File: src/rtl/cla_shift_add_multiplier.sv
// Sequential 16x16 unsigned shift-and-add multiplier built around one CLA_16_bit_LAC.
// Optional MUL_OVF_FLAG_EN registers ovf = |product[31:16]; otherwise ovf is tied to 0.
//
// state | meaning
// IDLE  | waiting for start; product/ovf hold last result
// RUN   | one add-and-shift per cycle, 16 cycles
// DONE  | done pulse, product valid; start here chains the next operation

module CLA_16_bit_LAC (
  input  logic [15:0] a,
  input  logic [15:0] b,
  input  logic        c_in,
  output logic [15:0] sum,
  output logic        c_out,
  output logic        P,
  output logic        G
);
  logic [15:0] p, g, c;
  logic [3:0]  gp, gg, cg;

  always_comb begin
    p = a ^ b;
    g = a & b;
    for (int i = 0; i < 4; i++) begin
      gp[i] = &p[4*i +: 4];
      gg[i] = g[4*i+3] | (p[4*i+3] & g[4*i+2]) | (p[4*i+3] & p[4*i+2] & g[4*i+1])
            | (p[4*i+3] & p[4*i+2] & p[4*i+1] & g[4*i]);
    end
    // second-level lookahead across the four 4-bit groups
    cg[0] = c_in;
    cg[1] = gg[0] | (gp[0] & c_in);
    cg[2] = gg[1] | (gp[1] & gg[0]) | (gp[1] & gp[0] & c_in);
    cg[3] = gg[2] | (gp[2] & gg[1]) | (gp[2] & gp[1] & gg[0]) | (gp[2] & gp[1] & gp[0] & c_in);
    G = gg[3] | (gp[3] & gg[2]) | (gp[3] & gp[2] & gg[1]) | (gp[3] & gp[2] & gp[1] & gg[0]);
    P = &gp;
    c_out = G | (P & c_in);
    c = '0;
    for (int i = 0; i < 4; i++) begin
      c[4*i] = cg[i];
      for (int j = 1; j < 4; j++)
        c[4*i+j] = g[4*i+j-1] | (p[4*i+j-1] & c[4*i+j-1]);
    end
    sum = p ^ c;
  end
endmodule

module cla_shift_add_multiplier #(
  parameter int OP_W  = 16,
  parameter int CNT_W = 5
) (
  input  logic              clk,
  input  logic              rst,
  input  logic              start,
  input  logic [OP_W-1:0]   multiplicand,
  input  logic [OP_W-1:0]   multiplier,
  output logic              busy,
  output logic              done,
  output logic [2*OP_W-1:0] product,
  output logic              ovf
);
  if (OP_W != 16) begin : g_bad_op_w
    $error("cla_shift_add_multiplier: OP_W must be 16 to match CLA_16_bit_LAC");
  end
  if ((1 << CNT_W) < OP_W) begin : g_bad_cnt_w
    $error("cla_shift_add_multiplier: CNT_W too narrow for OP_W iterations");
  end

  typedef enum logic [1:0] {S_IDLE, S_RUN, S_DONE} state_t;

  state_t              state_q;
  logic [OP_W-1:0]     m_q, a_q, q_q;
  logic                c_q;
  logic [CNT_W-1:0]    cnt_q;
  logic                busy_q, done_q;
  logic [2*OP_W-1:0]   product_q;
  logic [OP_W-1:0]     addend, sum;
  logic                c_out;
  logic [OP_W-1:0]     a_d, q_d;
  logic                last_iter;

  assign addend = q_q[0] ? m_q : '0;

  // c_q is cleared at every step, so the adder carry-in is always 0
  CLA_16_bit_LAC u_cla (
    .a     (a_q),
    .b     (addend),
    .c_in  (c_q),
    .sum   (sum),
    .c_out (c_out),
    .P     (),
    .G     ()
  );

  assign a_d       = {c_out, sum[OP_W-1:1]};
  assign q_d       = {sum[0], q_q[OP_W-1:1]};
  assign last_iter = (cnt_q == CNT_W'(OP_W - 1));

`ifdef MUL_OVF_FLAG_EN
  logic ovf_q;
  assign ovf = ovf_q;
`else
  assign ovf = 1'b0;
`endif

  always_ff @(posedge clk) begin
    if (rst) begin
      state_q   <= S_IDLE;
      m_q       <= '0;
      a_q       <= '0;
      q_q       <= '0;
      c_q       <= 1'b0;
      cnt_q     <= '0;
      busy_q    <= 1'b0;
      done_q    <= 1'b0;
      product_q <= '0;
`ifdef MUL_OVF_FLAG_EN
      ovf_q     <= 1'b0;
`endif
    end else begin
      case (state_q)
        S_IDLE, S_DONE: begin
          done_q <= 1'b0;
          if (start) begin
            m_q     <= multiplicand;
            q_q     <= multiplier;
            a_q     <= '0;
            c_q     <= 1'b0;
            cnt_q   <= '0;
            busy_q  <= 1'b1;
            state_q <= S_RUN;
          end else begin
            busy_q  <= 1'b0;
            state_q <= S_IDLE;
          end
        end
        S_RUN: begin
          a_q   <= a_d;
          q_q   <= q_d;
          c_q   <= 1'b0;
          cnt_q <= cnt_q + CNT_W'(1);
          if (last_iter) begin
            product_q <= {a_d, q_d};
`ifdef MUL_OVF_FLAG_EN
            ovf_q     <= |a_d;
`endif
            busy_q    <= 1'b0;
            done_q    <= 1'b1;
            state_q   <= S_DONE;
          end
        end
        default: begin
          busy_q  <= 1'b0;
          done_q  <= 1'b0;
          state_q <= S_IDLE;
        end
      endcase
    end
  end

  assign busy    = busy_q;
  assign done    = done_q;
  assign product = product_q;
endmodule

File: config.mk
export PLATFORM = sky130hd
export DESIGN_NAME = cla_shift_add_multiplier
export DESIGN_NICKNAME = d
export VERILOG_FILES = /design/src/rtl/cla_shift_add_multiplier.sv
export SDC_FILE = /design/constraint.sdc
export NUM_CORES = 1
export LEC_CHECK = 0
export ABC_AREA = 1
export CAP_MARGIN = 20
export CORE_MARGIN = 1
export CORE_UTILIZATION = 41
export CTS_CLUSTER_SIZE = 16
export DETAILED_ROUTE_END_ITERATION = 10
export GPL_TIMING_DRIVEN = 0
export SYNTH_ARGS = -nofsm -noshare
export SYNTH_HDL_FRONTEND = slang
export SYNTH_SLANG_ARGS = --single-unit
File: constraint.sdc
create_clock -name clk -period 9.6 [get_ports clk]
set_clock_uncertainty 0.2 [all_clocks]
set_input_delay 1.44 -clock clk [delete_from_list [all_inputs] [get_ports clk]]
set_output_delay 1.44 -clock clk [all_outputs]
set_load 0.05 [all_outputs]
==> impl_metrics.py <==
metrics = {
    "setup_path": {
        "worstReg2RegStart": "q_q[0]$_SDFFE_PP0P_",
        "reg2reg_depth": 20,
        "r2r_setup_slack_ps": 5870,
        "critPathTopFamily": "adder cells",
        "startpoint_type": "flop",
        "reg2reg_to": "a_q[13]$_SDFFE_PP0P_",
        "cp_cell_sequence": "buf_2 -> clkbuf_1 -> nand2_1 -> inv_1 -> ha_1 -> nand2_1 -> inv_1 -> nand2_1 -> nand2_1 -> nand2_1 -> nand2_1 -> inv_1 -> nor2_1 -> nor2_1 -> fa_1 -> fa_1 -> inv_1 -> fa_1 -> inv_1 -> o32ai_2",
        "crit_start": "q_q[0]$_SDFFE_PP0P_",
        "cpMostUsedCell": "nand2_1",
        "crit_fanout": 10,
        "worstPathRequired_ps": 9620,
        "max_stage_delay_ps": 410,
        "path_class": "reg2reg",
        "path_buf_inv": 7,
        "cp_slowest_cell": "fa_1",
        "cp-end-kind": "flop",
        "cp.arrival_ps": 3760,
    },
    "detailed_routing": {
        "vias_per_cell": 4.90,
        "highest_layer": "met4",
        "wl_per_cell_microns": 14.1,
        "drt_iter0_markers": 130,
        "drt_pre_antenna_iters": 5,
        "wirelength_microns": 10100,
        "route.met2.wl_microns": 4450,
        "via_count": 3497,
        "wl_met1_microns": 4980,
        "wl_met3_microns": 489,
        "drc": 0,
        "ant_nets": 0,
    },
    "place": {
        "dp_cells": 697,
        "placed_cell_area_sq_um": 4990,
        "gp_congestion": 0.885,
        "preCtsSetupSlack_ps": 5920,
        "numPortBuffers": 67,
        "dp_hpwl_microns": 7640,
    },
    "clock_tree": {
        "cts_buffers": 9,
        "clk_pin_slew_ps": 100,
        "cts.path.max_buffers": 2,
        "cts_tree": "built",
        "post_cts_buffers": 0,
        "cts_resized": 0,
        "htreeDepth": 3,
        "cts_hold_buf": 0,
        "cts.sinks": 89,
        "root_buffer": "clkbuf_8",
        "insertion_delay_ps": 360,
    },
    "power": {
        "pwr-share-comb_pct": 12.9,
        "leakage_nw": 2.11,
        "pwr-share-clk_pct": 34.7,
        "intPower_uw": 543,
        "swShare_pct": 27.4,
        "p_sw_uw": 204,
        "power_density_nw_per_um2": 144,
        "ir_worst_vdd_mv": 0.0736,
        "finalPower_uw": 747,
        "power_frac_seq_pct": 52.4,
    },
    "layout": {
        "final_common_cell": "dfxtp_1",
        "antenna_cells": 0,
        "drive_above_1_share_pct": 10.3,
        "final_area_sq_um": 5190,
        "area_growth_pct": 24.9,
        "finalNonFillerCells": 713,
        "final_cell_mix": "dfxtp_1, nand2_1, nor2_1",
        "final_util_pct": 52.8,
        "nets": 639,
        "fillCellCount": 1002,
    },
    "synth": {
        "synth-warning-count": 0,
        "synth.area.top_cells": "dfxtp_1, nand2_1, nor2_1, ha_1, fa_1",
        "post-synth-top-area-cell": "dfxtp_1",
        "syn_nets": 561,
        "ys_types": 34,
        "synth_edf_count": 0,
        "synth-main-ff-cell": "dfxtp_1",
        "synth-seq-area-share_pct": 42.9,
        "ys_ff_latch": 89,
        "syn_inst": 497,
        "synth-async-reset-ratio_pct": 0,
        "syn_avg_cell_area_sq_um": 8.36,
        "yosys.area.top_type_share_pct": 42.9,
        "syn_area_sq_um": 4160,
    },
    "hold_path": {
        "hold_end": "product[18]$_SDFFE_PP0P_",
        "hold_path_depth": 2,
        "worst_hold_startpoint": "product[18]$_SDFFE_PP0P_",
        "hold_class": "reg2reg",
    },
    "timing": {
        "whs_ps": 270,
        "slew_headroom_pct": 56.1,
        "rsz0062_at_grt": "false",
        "tightestPinTransition_ps": 658,
        "post-route-period-util_pct": 38.9,
        "finalSetupTns_ps": 0,
        "hold_viol": 0,
        "period_needed_ps": 3730,
        "setup_slack_ps": 5870,
        "maxSlewViolCount": 0,
        "setup_violations": 0,
        "fmax_ghz": 0.268,
    },
    "die": {
        "start_util_pct": 42.3,
        "die_w_microns": 103,
        "rows": 36,
        "die_h_microns": 103,
        "dieArea_sq_um": 10500,
        "io_pins": 70,
        "coreArea_sq_um": 9820,
    },
    "grt": {
        "grtUsageTotal_pct": 20.7,
        "grt_max_degree": 16,
        "overflow": 0,
        "grt_pass1_vias": 3191,
        "grt_pass1_wl_microns": 16300,
        "antenna_found_initial": 0,
    },
    "outcome": {
        "status": "finished, final reports clean",
    },
    "run": {
        "cap_violations": 0,
    },
}
-- cell families (layout without fill, tap and decap cells) --
logic type	count (synthesis)	in the layout	synth area share [%]
compound gates	94	94	15.3
fa+ha+maj	29	29	10.7
other cells	1	1	0.0902
flops	89	89	42.9
buf+inv	91	174	10.7
simple gates	189	189	19.5
xor+xnor	4	4	0.843
-- worst register-to-register path: stages, from the launching register on --
cell	delay, ps
dfxtp_1	320
buf_2	180
clkbuf_1	380
nand2_1	140
inv_1	90
ha_1	170
nand2_1	70
inv_1	50
nand2_1	40
nand2_1	90
nand2_1	60
nand2_1	100
inv_1	90
nor2_1	90
nor2_1	60
fa_1	370
fa_1	380
inv_1	80
fa_1	410
inv_1	130
o32ai_2	90
-- Yosys cell counts (2+ instances only) --
library cell,instances
nand2_1,80
o21ai_1,17
dfxtp_1,89
buf_4,6
o21ai_2,4
a21oi_1,15
fa_1,11
nand2_4,3
xor2_1,2
buf_2,4
nor2_1,68
nand3_1,34
a31oi_1,4
xnor2_1,2
inv_2,5
o32ai_2,8
a221oi_1,12
inv_1,56
o21ai_0,30
buf_1,2
nor2_8,2
clkbuf_1,6
buf_6,9
ha_1,18
-- power by group through the flow --
stage	Combinational (mW)	Clock (mW)	Sequential, mW
2_1_floorplan	0.0613	0	0.398
3_3_place_gp	0.0951	0	0.399
3_5_place_dp	0.0971	0	0.400
4_1_cts	0.0974	0.264	0.391
5_1_grt	0.106	0.278	0.393
6_report	0.0962	0.259	0.391
-- per-layer routing --
layer  GRT usage (%)  vias to the layer above
li1                -                     1774
met1            29.3                     1623
met2            31.7                       85
met3            3.59                       15
met4            7.14                        0
met5               0                        -
-- registers in the layout (all words and copies together), names as in the netlist --
signal,cells
state_q,2
cnt_q,5
busy,1
product,32
a_q,16
m_q,16
done,1
q_q,16
-- worst max path at each step --
| stage | endpoint | slack (ps) | cells past startpoint |
|---|---|---|---|
| floorplan | a_q[13]$_SDFFE_PP0P_ | 6400 | 18 |
| global placement | a_q[13]$_SDFFE_PP0P_ | 5920 | 18 |
| detailed placement | a_q[13]$_SDFFE_PP0P_ | 5920 | 20 |
| CTS | a_q[13]$_SDFFE_PP0P_ | 5870 | 20 |
| global route | a_q[13]$_SDFFE_PP0P_ | 5590 | 20 |
| finish | a_q[13]$_SDFFE_PP0P_ | 5870 | 20 |
-- area by class of cell --
| cell class | instances | area [sq um] | share of cell area [%] |
|---|---|---|---|
| Buffer | 28 | 201 | 3.88 |
| Clock buffer | 10 | 128 | 2.46 |
| Clock inverter | 6 | 68.8 | 1.33 |
| Inverter | 63 | 243 | 4.68 |
| Multi-Input combinational cell | 317 | 1930 | 37.2 |
| Sequential cell | 89 | 1780 | 34.3 |
| Tap cell | 133 | 166 | 3.21 |
| Timing Repair Buffer | 67 | 671 | 12.9 |
(Power assumes the default switching activity.)
